[src/rtl/prio_arb_sel.sv]
// Registered N-way priority selector, fixed-priority or round-robin chosen at runtime.
// Latency: 1 cycle from req to out_valid; gnt is combinational in the capture cycle.
// Backpressure: out_valid && !out_ready stalls; gnt stays 0 and held output is stable.
module prio_arb_sel #(
    parameter int N  = 4,
    parameter int W  = 8,
    parameter int IW = 2
) (
    input  logic           clk,
    input  logic           rst_n,
    input  logic           mode,
    input  logic [N-1:0]   req,
    input  logic [N*W-1:0] data,
    output logic [N-1:0]   gnt,
    output logic           out_valid,
    input  logic           out_ready,
    output logic [W-1:0]   out_data,
    output logic [IW-1:0]  out_idx
);

    logic          r_valid;
    logic [W-1:0]  r_data;
    logic [IW-1:0] r_idx;
    logic [IW-1:0] r_ptr;

    logic          w_found;
    logic [IW-1:0] w_win;
    logic          w_cap;
    logic [W-1:0]  w_data;
    logic [IW-1:0] w_ptr_nxt;

    // Winner search: start at 0 (fixed) or at the rotating pointer (round-robin), wrapping at N.
    always_comb begin
        int j;
        j       = 0;
        w_found = 1'b0;
        w_win   = '0;
        for (int k = 0; k < N; k++) begin
            j = (mode ? int'(r_ptr) : 0) + k;
            if (j >= N) begin
                j = j - N;
            end
            if (!w_found && req[j]) begin
                w_found = 1'b1;
                w_win   = IW'(j);
            end
        end
    end

    // Capture when someone requests and the output slot is free or being drained;
    // gated by rst_n so no grant escapes while the block is held in reset.
    assign w_cap     = rst_n && w_found && (!r_valid || out_ready);
    assign w_data    = data[w_win*W +: W];
    // Explicit wrap so a non-power-of-two N never lets the pointer reach N.
    assign w_ptr_nxt = (w_win == IW'(N-1)) ? '0 : w_win + 1'b1;

    // One-hot grant to the winner, only in the cycle its data is captured.
    always_comb begin
        gnt = '0;
        if (w_cap) begin
            gnt[w_win] = 1'b1;
        end
    end

    // Output register and round-robin pointer; pointer only moves on round-robin captures.
    always_ff @(posedge clk or negedge rst_n) begin
        if (!rst_n) begin
            r_valid <= 1'b0;
            r_data  <= '0;
            r_idx   <= '0;
            r_ptr   <= '0;
        end else begin
            if (w_cap) begin
                r_valid <= 1'b1;
                r_data  <= w_data;
                r_idx   <= w_win;
                if (mode) begin
                    r_ptr <= w_ptr_nxt;
                end
            end else if (out_ready) begin
                r_valid <= 1'b0;
            end
        end
    end

    assign out_valid = r_valid;
    assign out_data  = r_data;
    assign out_idx   = r_idx;

endmodule

[config.mk]
export PLATFORM = sky130hd
export DESIGN_NAME = prio_arb_sel
export DESIGN_NICKNAME = d
export VERILOG_FILES = /design/src/rtl/prio_arb_sel.sv
export SDC_FILE = /design/constraint.sdc
export NUM_CORES = 1
export LEC_CHECK = 0
export CORE_AREA = 2 2 54 56
export DETAILED_ROUTE_END_ITERATION = 10
export DIE_AREA = 0 0 56 58
export DONT_BUFFER_PORTS = 1
export REMOVE_ABC_BUFFERS = 1
export SETUP_SLACK_MARGIN = 0.15
export SYNTH_ARGS = -nofsm -noshare
export SYNTH_HDL_FRONTEND = slang
export SYNTH_SLANG_ARGS = --single-unit
[constraint.sdc]
create_clock -name clk -period 2.47 [get_ports clk]
set_clock_uncertainty 0.2 [all_clocks]
set_input_delay 0.247 -clock clk [delete_from_list [all_inputs] [get_ports clk]]
set_output_delay 0.247 -clock clk [all_outputs]
set_load 0.02 [all_outputs]
# == After elaboration in Yosys (flattened, before gate mapping) ==
# Cells that the tools add are included.
# word_totals
output_inout_bits,15
mem_count,0
latchBits,0
inputBits,40
ram_bits,0
ff_bits,13
rom_bits,0
# op_classes
n_mul,0
div,0
n_shift,1
add_sub_neg,8
order_cmp,10
mux,31
reduce_logical,13
n_bitwise,0
n_eq_ne,1
# ops
operator,count
32-bit by 4-bit less-than comparator with 1-bit output (second input constant),4
32-bit 2-to-1 mux,4
32-bit by 4-bit >= comparator with 1-bit output (second input constant),3
32-bit by 4-bit subtractor with 32-bit output (second input constant),3
32-bit by 2-bit adder with 32-bit output (second input constant),1
32-bit by 3-bit adder with 32-bit output (second input constant),1
32-bit by 6-bit indexed part select with 8-bit output,1
1-bit 2-to-1 mux,15
2-bit 2-to-1 mux,6
1-bit binary-select mux with 2-bit select,4
1-bit logical AND,6
1-bit logical NOT,4
4-bit 2-to-1 mux,1
3-bit by 3-bit subtractor with 4-bit output (second input constant),1
2-bit by 2-bit adder with 3-bit output (second input constant),1
3-bit >= comparator (second input constant),1
2-bit by 3-bit less-than comparator with 1-bit output (second input constant),1
2-bit by 1-bit adder with 2-bit output (second input constant),1
1-bit demux with 2-bit select,1
2-bit equality test (second input constant),1
2-bit by 1-bit >= comparator with 1-bit output (second input constant),1
2-bit AND reduction,1
2-bit nonzero test,1
1-bit logical OR,1

# == Longest topological paths before layout ==
# Gate-level depths: netlist (run 1).
# depth
ltp_word,21
mapped_depth,8

# == Worst setup path after synthesis (run 1) ==
# No wires, ideal clock.
# synth_timing
kind,register to output
start,reg r_ptr[0]
end,out gnt[2]
stages_incl_launch_ff,7
arrival_ns,2.015
n_path_buf,1
required_ns,2.023
path_slack_ns,0.008
path_cell_list,dfrtp_1 -> buf_6 -> mux2_4 -> a222oi_1 -> o41ai_1 -> o2bb2ai_4 -> nor3b_1
# synth_via
elab_chain_cells,21
elab_cells_between_ends,50
cone_classes,add/sub: 7; order compare: 6; mux: 28; reduce/logical: 9
# synth_rtl
element,line_no,text
from (decl),24,logic [IW-1:0] r_ptr;
from (signal assigned),78,r_ptr <= w_ptr_nxt;
2-bit 2-to-1 mux (*),39,j = (mode ? int'(r_ptr) : 0) + k;
branches (longest 19 deep; another with 32-bit by 2-bit adder with 32-bit output),-,
4-bit 2-to-1 mux (*),60,if (w_cap) begin
to (decl),14,"output logic [N-1:0] gnt,"
# Mark *: on every way between the ends. The select of a mux whose other input is x is not followed.

# == Worst setup path after layout (run 1) ==
# layout_timing
start,reg r_ptr[0]
end,out gnt[3]
# Same word-level chain as after synthesis.

==> metrics.md, run 1 <==
| Metric | Value |
|---|---|
| Outcome | `finished with violations` |
| Violated checks | `hold timing, setup timing` |
| Largest net degree at the start of global routing | `14` |
| Post-synth cell types | `44` |
| Grt ovf | `0` |
| Top cell types by occurrence after synthesis | `mux2i_1, nand2_1, dfrtp_1, buf_6` |
| Hold_sp | `data[4]` |
| Highest Clock Rate | `372 MHz` |
| Fin crit period | `2.69 ns` |
| Total GRT Usage | `0.196` |
| Clock root buffer | `clkbuf_4` |
| Pleak | `0.000692 uW` |
| Slew headroom | `0.578` |
| Post-route DRC | `0` |
| Cell Int Power | `918 uW` |
| Hold endpoint | `out_data[4]` |
| DP Area | `1130 um^2` |
| TritonCTS buffer count | `3` |
| Post-synth EDFFs | `0` |
| Hold crit path type | `input pin to flip-flop` |
| Clock share of power | `0.083` |
| Die Ht | `58 um` |
| Final Setup Violations | `5` |
| Worst reg2reg endpoint | `out_data[3]` |
| Dpl ws | `0.0456 ns` |
| Syn Inst Count | `112` |
| Final Hold Vio Count | `2` |
| Hold depth | `2` |
| Period Utilization, post-route | `1.09` |
| Antenna diodes | `0` |
| Clk Latency, worst-skew pair | `0.27 ns` |
| Layout filler cell count | `227` |
| Clock Tree Buf Depth | `2` |
| Dpl hpwl | `1930 um` |
| PD cells | `1030 nW/um^2` |
| Logic pwr share | `0.611` |
| Yosys top cell by area | `dfrtp_1` |
| Max IR drop VDD | `637 uV` |
| Crit end category | `output port` |
| Max cap viols | `0` |
| Crit-path slowest cell | `dfrtp_2` |
| Synth area leaders | `dfrtp_1, mux2i_1, o221ai_2` |
| Post-synth top flop | `dfrtp_1` |
| WL/cell | `17.7 um` |
| Row cnt | `19` |
| Count leader, synth | `mux2i_1` |
| Least-Margin Pin Slew | `0.631 ns` |
| Worst stage delay on the critical path | `0.45 ns` |
| GPL Wtd Cong | `0.765` |
| Unrepaired setup endpoints after global routing | `yes` |
| RR Startpoint | `r_ptr[0]` |
| Reg clk slew, reported paths | `0.08 ns` |
| Average size of a mapped cell | `9.94 um^2` |
| Initial Util | `0.418` |
| CTS tree | `yes` |
| First-pass GRT wire length | `5020 um` |
| Die area | `3250 um^2` |
| Sequential-to-total area share from yosys stat | `0.292` |
| NumNets Final | `186` |
| IO buf count | `0` |
| Final Max Slew Viols | `0` |
| H-tree Lvls | `1` |
| Post-synthesis cell area | `1110 um^2` |
| Die W | `56 um` |
| CTS Sinks | `13` |
| Drt total wl | `3110 um` |
| Area Growth Syn to Fin | `40.1%` |
| Initial DRC count | `33` |
| FFs w/ async S/R, synth | `1.00` |
| Dpl cells | `138` |
| Sequential power share | `0.306` |
| CP arrival | `2.24 ns` |
| Sw Ratio | `0.429` |
| Routed vias/inst | `5.86` |
| Syn. warnings | `0` |
| Number of global-route vias before repair | `1021` |
| FF-to-FF setup slack | `-0.02 ns` |
| Detailed Routing Iterations Pass 1 | `4` |
| Non-filler cells, final | `176` |
| Setup_tns | `-0.726 ns` |
| Yosys top cell area share | `0.292` |
| Crit Path Class | `flip-flop to output port` |
| Worst R2R Path Depth | `10` |
| Final setup margin | `-0.216 ns` |
| Hold Slack | `-0.00419 ns` |
| Num ports | `55` |
| P_sw | `690 uW` |
| CP cell instances | `mux2_4 > a222oi_1 > o21ai_1 > o2bb2ai_4 > nor3_2 > buf_4` |
| Via count | `1031` |
| Layout cells sized above 1 | `0.352` |
| Critical path fanouts, max | `7` |
| Initial antenna violation count | `0` |
| CORE AREA | `2660 um^2` |
| Setup crit start kind | `flip-flop` |
| Routed Antenna Nets | `0` |
| FF+latch count, synth | `13` |
| Required time of the critical path | `2.02 ns` |
| Post-route design area | `1560 um^2` |
layout by cell type, fill, tap and decap left out, drive strengths merged, types with 2 or more instances in the layout:
cell / n
nand3b: 2
nor2: 3
o41ai: 2
and2: 2
nand2: 16
o21ai: 3
mux2: 3
mux2i: 17
a21oi: 3
inv: 2
dfrtp: 13
nand2b: 5
clkbuf: 4
o221ai: 8
dlygate4sd3: 20
a311oi: 2
buf: 20
timing repair:
item / CTS / global route
hold buffers: 20 / 0
endpoints found under the setup margin: 12 / 15
resized for setup: 17 / 6
pin swaps: 10 / 6
setup buffers: 9 / 5
endpoints found under the hold margin: 21 / 0
worst max-delay path: cells and delay by family (launching register included):
kind                   cells  cell delay, ns
AND/OR/NAND/NOR            1            0.19
AO/OA/AOI/OAI              3            0.86
buffers and inverters      1            0.16
flip-flops                 1            0.45
multiplexers               1            0.30
cell families (layout without fill, tap and decap cells):
logic type                after synthesis  after routing  share of synthesized area
and+or+nand+nor                        37             37                      0.187
AOI/OAI and AO/OA                      27             27                      0.233
muxes                                  20             20                      0.187
DFF                                    13             13                      0.292
buffers and inverters                  13             46                     0.0865
xor gates and xnor gates                2              2                     0.0157
power groups by stage:
stage	clock, uW	combinational [uW]	sequential [uW]
after floorplan	0	513	477
after global placement	0	628	501
after detailed placement	0	652	507
after CTS	139	866	499
after global routing	152	1050	505
final	134	982	492
stage by stage:
step	total power, uW	utilization
2_1_floorplan	990	-
3_3_place_gp	1130	0.425
3_5_place_dp	1160	0.425
4_1_cts	1500	0.561
5_1_grt	1710	0.586
6_report	1610	0.586
how the worst max path moves through the flow:
| stage | end | from | slack (ns) |
|---|---|---|---|
| 2_1_floorplan | gnt[1] | r_ptr[0] | -0.72 |
| 3_3_place_gp | gnt[3] | r_ptr[1] | 0.08 |
| 3_5_place_dp | gnt[2] | r_ptr[0] | 0.05 |
| 4_1_cts | gnt[2] | r_ptr[0] | -0.24 |
| 5_1_grt | gnt[2] | r_ptr[0] | -0.36 |
| 6_report | gnt[3] | r_ptr[0] | -0.22 |
registers in the layout, summed over array words and instances, names as in the netlist:
signal,count
out_idx,2
out_valid,1
r_ptr,2
out_data,8
routing by layer:
metal,track usage,vias up,share of wire
li1,-,484,-
met1,0.226,514,0.38
met2,0.350,29,0.56
met3,0.0469,4,0.047
met4,0.0782,0,0.015
met5,0,-,0
area by class of cell:
type                    instances  area [um^2]  area share
clock buffers                   4         26.3      0.0168
flip-flops and latches         13          328       0.210
repair buffers                 40          382       0.245
multi-input cells              86          778       0.499
inverters                       2         7.51     0.00481
well taps                      31         38.8      0.0249
No activity file was read; power rests on OpenSTA's default activity.
==> run 2: changes to the inputs <==
CAP_MARGIN = 20   (was unset)
CORE_AREA = 4 4 56 58   (was 2 2 54 56)
DIE_AREA = 0 0 60 62   (was 0 0 56 58)
==> run 2 against run 1 <==
The flow still finishes with violations (hold timing, setup timing). Critical path depth up 1. Register-to-register slack better by 0.05 ns. Maximum frequency up 3.6%. Non-clock buffer count down 15. Final area down 9.1%. Global-route usage down 3.7 points. First-iteration DRC count up 9.1%. Worst setup slack better by 0.093 ns. Via count down 3.5%. Sequential power up 3%. Wire length up 5.0%. Critical path type unchanged. Critical endpoint is now gnt[2]. Highest routed layer unchanged.
==> metrics.md, run 2 (synthesis results as in run 1) <==
| Metric | Value |
|---|---|
| Critical path fanouts, max | `8 (was 7)` |
| Worst stage delay on the critical path | `0.47 ns (was 0.45 ns)` |
| DP Area | `1130 um^2 (unchanged)` |
| Highest Clock Rate | `386 MHz (was 372 MHz)` |
| Required time of the critical path | `2.02 ns (about the same)` |
| Max reg flops | `8 (unchanged)` |
| Clock Tree Buf Depth | `2 (unchanged)` |
| Grt ovf | `0 (unchanged)` |
| Global Route met1 Usage | `0.193 (was 0.226)` |
| Grt met3 use | `0.0475 (was 0.0469)` |
| CP delay by family, top | `compound AO/OA/AOI/OAI gates (unchanged)` |
| Clk Latency, worst-skew pair | `0.27 ns (about the same)` |
| Pleak | `0.000650 uW (was 0.000692 uW)` |
| Met2 Use GR | `0.275 (was 0.350)` |
| CTS Sinks | `13 (unchanged)` |
| Worst path most repeated cell | `buf_4` |
| Via count | `995 (was 1031)` |
| Hold endpoint | `out_data[7] (was out_data[4])` |
| Slew headroom | `0.570 (was 0.578)` |
| Setup crit start kind | `flip-flop (unchanged)` |
| Num ports | `55 (unchanged)` |
| Worst reg2reg endpoint | `out_data[5] (was out_data[3])` |
| Crit Path Class | `flip-flop to output port (unchanged)` |
| Area of the multi-input gates | `773 um^2 (was 778 um^2)` |
| Final setup margin | `-0.123 ns (was -0.216 ns)` |
| Max cap viols | `0 (unchanged)` |
| Drt total wl | `3270 um (was 3110 um)` |
| Hold_sp | `data[7] (was data[4])` |
| GPL Wtd Cong | `0.761 (was 0.765)` |
| TritonCTS buffer count | `3 (unchanged)` |
| Post-route DRC | `0 (unchanged)` |
| Reg clk slew, reported paths | `0.08 ns (about the same)` |
| WL/cell | `20.2 um (was 17.7 um)` |
| PD cells | `1090 nW/um^2 (was 1030 nW/um^2)` |
| Largest net degree at the start of global routing | `15 (was 14)` |
| First-pass GRT wire length | `4400 um (was 5020 um)` |
| CTS tree | `yes (unchanged)` |
| CP cell instances | `mux2_4 > a222oi_1 > buf_4 > o41ai_2 > o2bb2ai_4 > nor3b_2 > buf_4 (was mux2_4 > a222oi_1 > o21ai_1 > o2bb2ai_4 > nor3_2 > buf_4)` |
| Max IR drop VDD | `625 uV (was 637 uV)` |
| RR Startpoint | `r_ptr[0] (unchanged)` |
| Hold crit path type | `input pin to flip-flop (unchanged)` |
| Antenna diodes | `0 (unchanged)` |
| Die area | `3720 um^2 (was 3250 um^2)` |
| Dpl cells | `138 (unchanged)` |
| Routed Antenna Nets | `0 (unchanged)` |
| CP Buf/Inv Count | `2 (was 1)` |
| Area Growth Syn to Fin | `27.4% (was 40.1%)` |
| Hold Slack | `-0.0000573 ns (was -0.00419 ns)` |
| Initial Util | `0.418 (unchanged)` |
| Initial DRC count | `36 (was 33)` |
| Violated checks | `hold timing, setup timing (unchanged)` |
| CORE AREA | `2660 um^2 (unchanged)` |
| Final Setup Violations | `4 (was 5)` |
| NumNets Final | `172 (was 186)` |
| Fin crit period | `2.59 ns (was 2.69 ns)` |
| Crit end category | `output port (unchanged)` |
| Most congested layer reported by global routing | `met2 (unchanged)` |
| H-tree Lvls | `1 (unchanged)` |
| IO buf count | `0 (unchanged)` |
| Dpl hpwl | `2010 um (was 1930 um)` |
| Commonest non-fill, non-tap cell in the layout | `mux2i_1 (was dlygate4sd3_1)` |
| Worst R2R Path Depth | `9 (was 10)` |
| Die W | `60 um (was 56 um)` |
| Number of global-route vias before repair | `854 (was 1021)` |
| Routed vias/inst | `6.14 (was 5.86)` |
| Hold depth | `2 (unchanged)` |
| Register Area | `328 um^2 (unchanged)` |
| Final Hold Vio Count | `1 (was 2)` |
| Outcome | `finished with violations (unchanged)` |
| Least-Margin Pin Slew | `0.643 ns (was 0.631 ns)` |
| Unrepaired setup endpoints after global routing | `yes (unchanged)` |
| Final Max Slew Viols | `0 (unchanged)` |
| Row cnt | `19 (unchanged)` |
| Total GRT Usage | `0.158 (was 0.196)` |
| Clock root buffer | `clkbuf_4 (unchanged)` |
| CP arrival | `2.15 ns (was 2.24 ns)` |
| Non-filler cells, final | `162 (was 176)` |
| Crit-path slowest cell | `dfrtp_2 (unchanged)` |
| Initial antenna violation count | `0 (unchanged)` |
| FF-to-FF setup slack | `0.03 ns (was -0.02 ns)` |
| Most frequent cells in the layout | `mux2i_1, buf_4, nand2_1 (was dlygate4sd3_1, buf_4, nand2_1)` |
| Detailed Routing Iterations Pass 1 | `4 (unchanged)` |
| Layout filler cell count | `231 (was 227)` |
| Period Utilization, post-route | `1.05 (was 1.09)` |
| Die Ht | `62 um (was 58 um)` |
| Layout cells sized above 1 | `0.351 (was 0.352)` |
| Dpl ws | `0.0454 ns (was 0.0456 ns)` |
| Post-route design area | `1420 um^2 (was 1560 um^2)` |
## run 2: routing by layer
metal,part of all wire,vias up
met5,0,-
met4,0.0049,0
met3,0.066,2
met2,0.53,31
met1,0.40,500
li1,-,462
## run 2: cell type report
cell class                      count  area share
Tap cell                           31      0.0273
Multi-Input combinational cell     87       0.545
Timing Repair Buffer               25       0.173
Clock buffer                        4      0.0185
Sequential cell                    13       0.231
Inverter                            2     0.00529
## run 2: worst max path at each step
| stage | to | startpoint | slack, ns | cells after the start |
|---|---|---|---|---|
| after CTS | gnt[2] | r_ptr[0] | -0.20 | 6 |
| final | gnt[2] | r_ptr[0] | -0.12 | 7 |
| after detailed placement | gnt[2] | r_ptr[0] | 0.05 | 6 |
| after floorplan | gnt[1] | r_ptr[0] | -0.72 | 5 |
| after global routing | gnt[2] | r_ptr[0] | -0.23 | 7 |
| after global placement | gnt[2] | r_ptr[0] | 0.07 | 7 |
## run 2: power by group
part	total [uW]	internal [uW]	switching, uW
registers	506	309	198
clock network	134	62.5	71.4
logic	912	492	420
total	1550	864	689
## run 2: repair_timing
action | 4_1_cts | 5_1_grt
cloned | 2 | 0
endpoints found under the hold margin | 16 | 14
hold buffers | 7 | 2
gates resized for setup | 8 | 10
pin swaps | 4 | 4
setup endpoints to repair | 8 | 15
setup buffers | 2 | 7
## run 2: metrics by stage
step	util	hold WS (ns)	setup TNS, ns	power, uW
after floorplan	-	-0.249	-7.32	990
after global placement	0.425	-0.248	0	1140
after detailed placement	0.425	-0.248	0	1150
after CTS	0.495	0.00456	-0.633	1430
after global routing	0.533	0.00353	-1.16	1650
final	0.533	-0.0000573	-0.332	1550
## run 2: worst reg2reg max path: stages (launching register included)
cell       delay, ns
dfrtp_2         0.47
mux2_4          0.32
a222oi_1        0.27
buf_4           0.17
o21ai_1         0.10
o2bb2ai_4       0.18
buf_4           0.15
buf_4           0.15
nand2b_4        0.18
o221ai_2        0.17
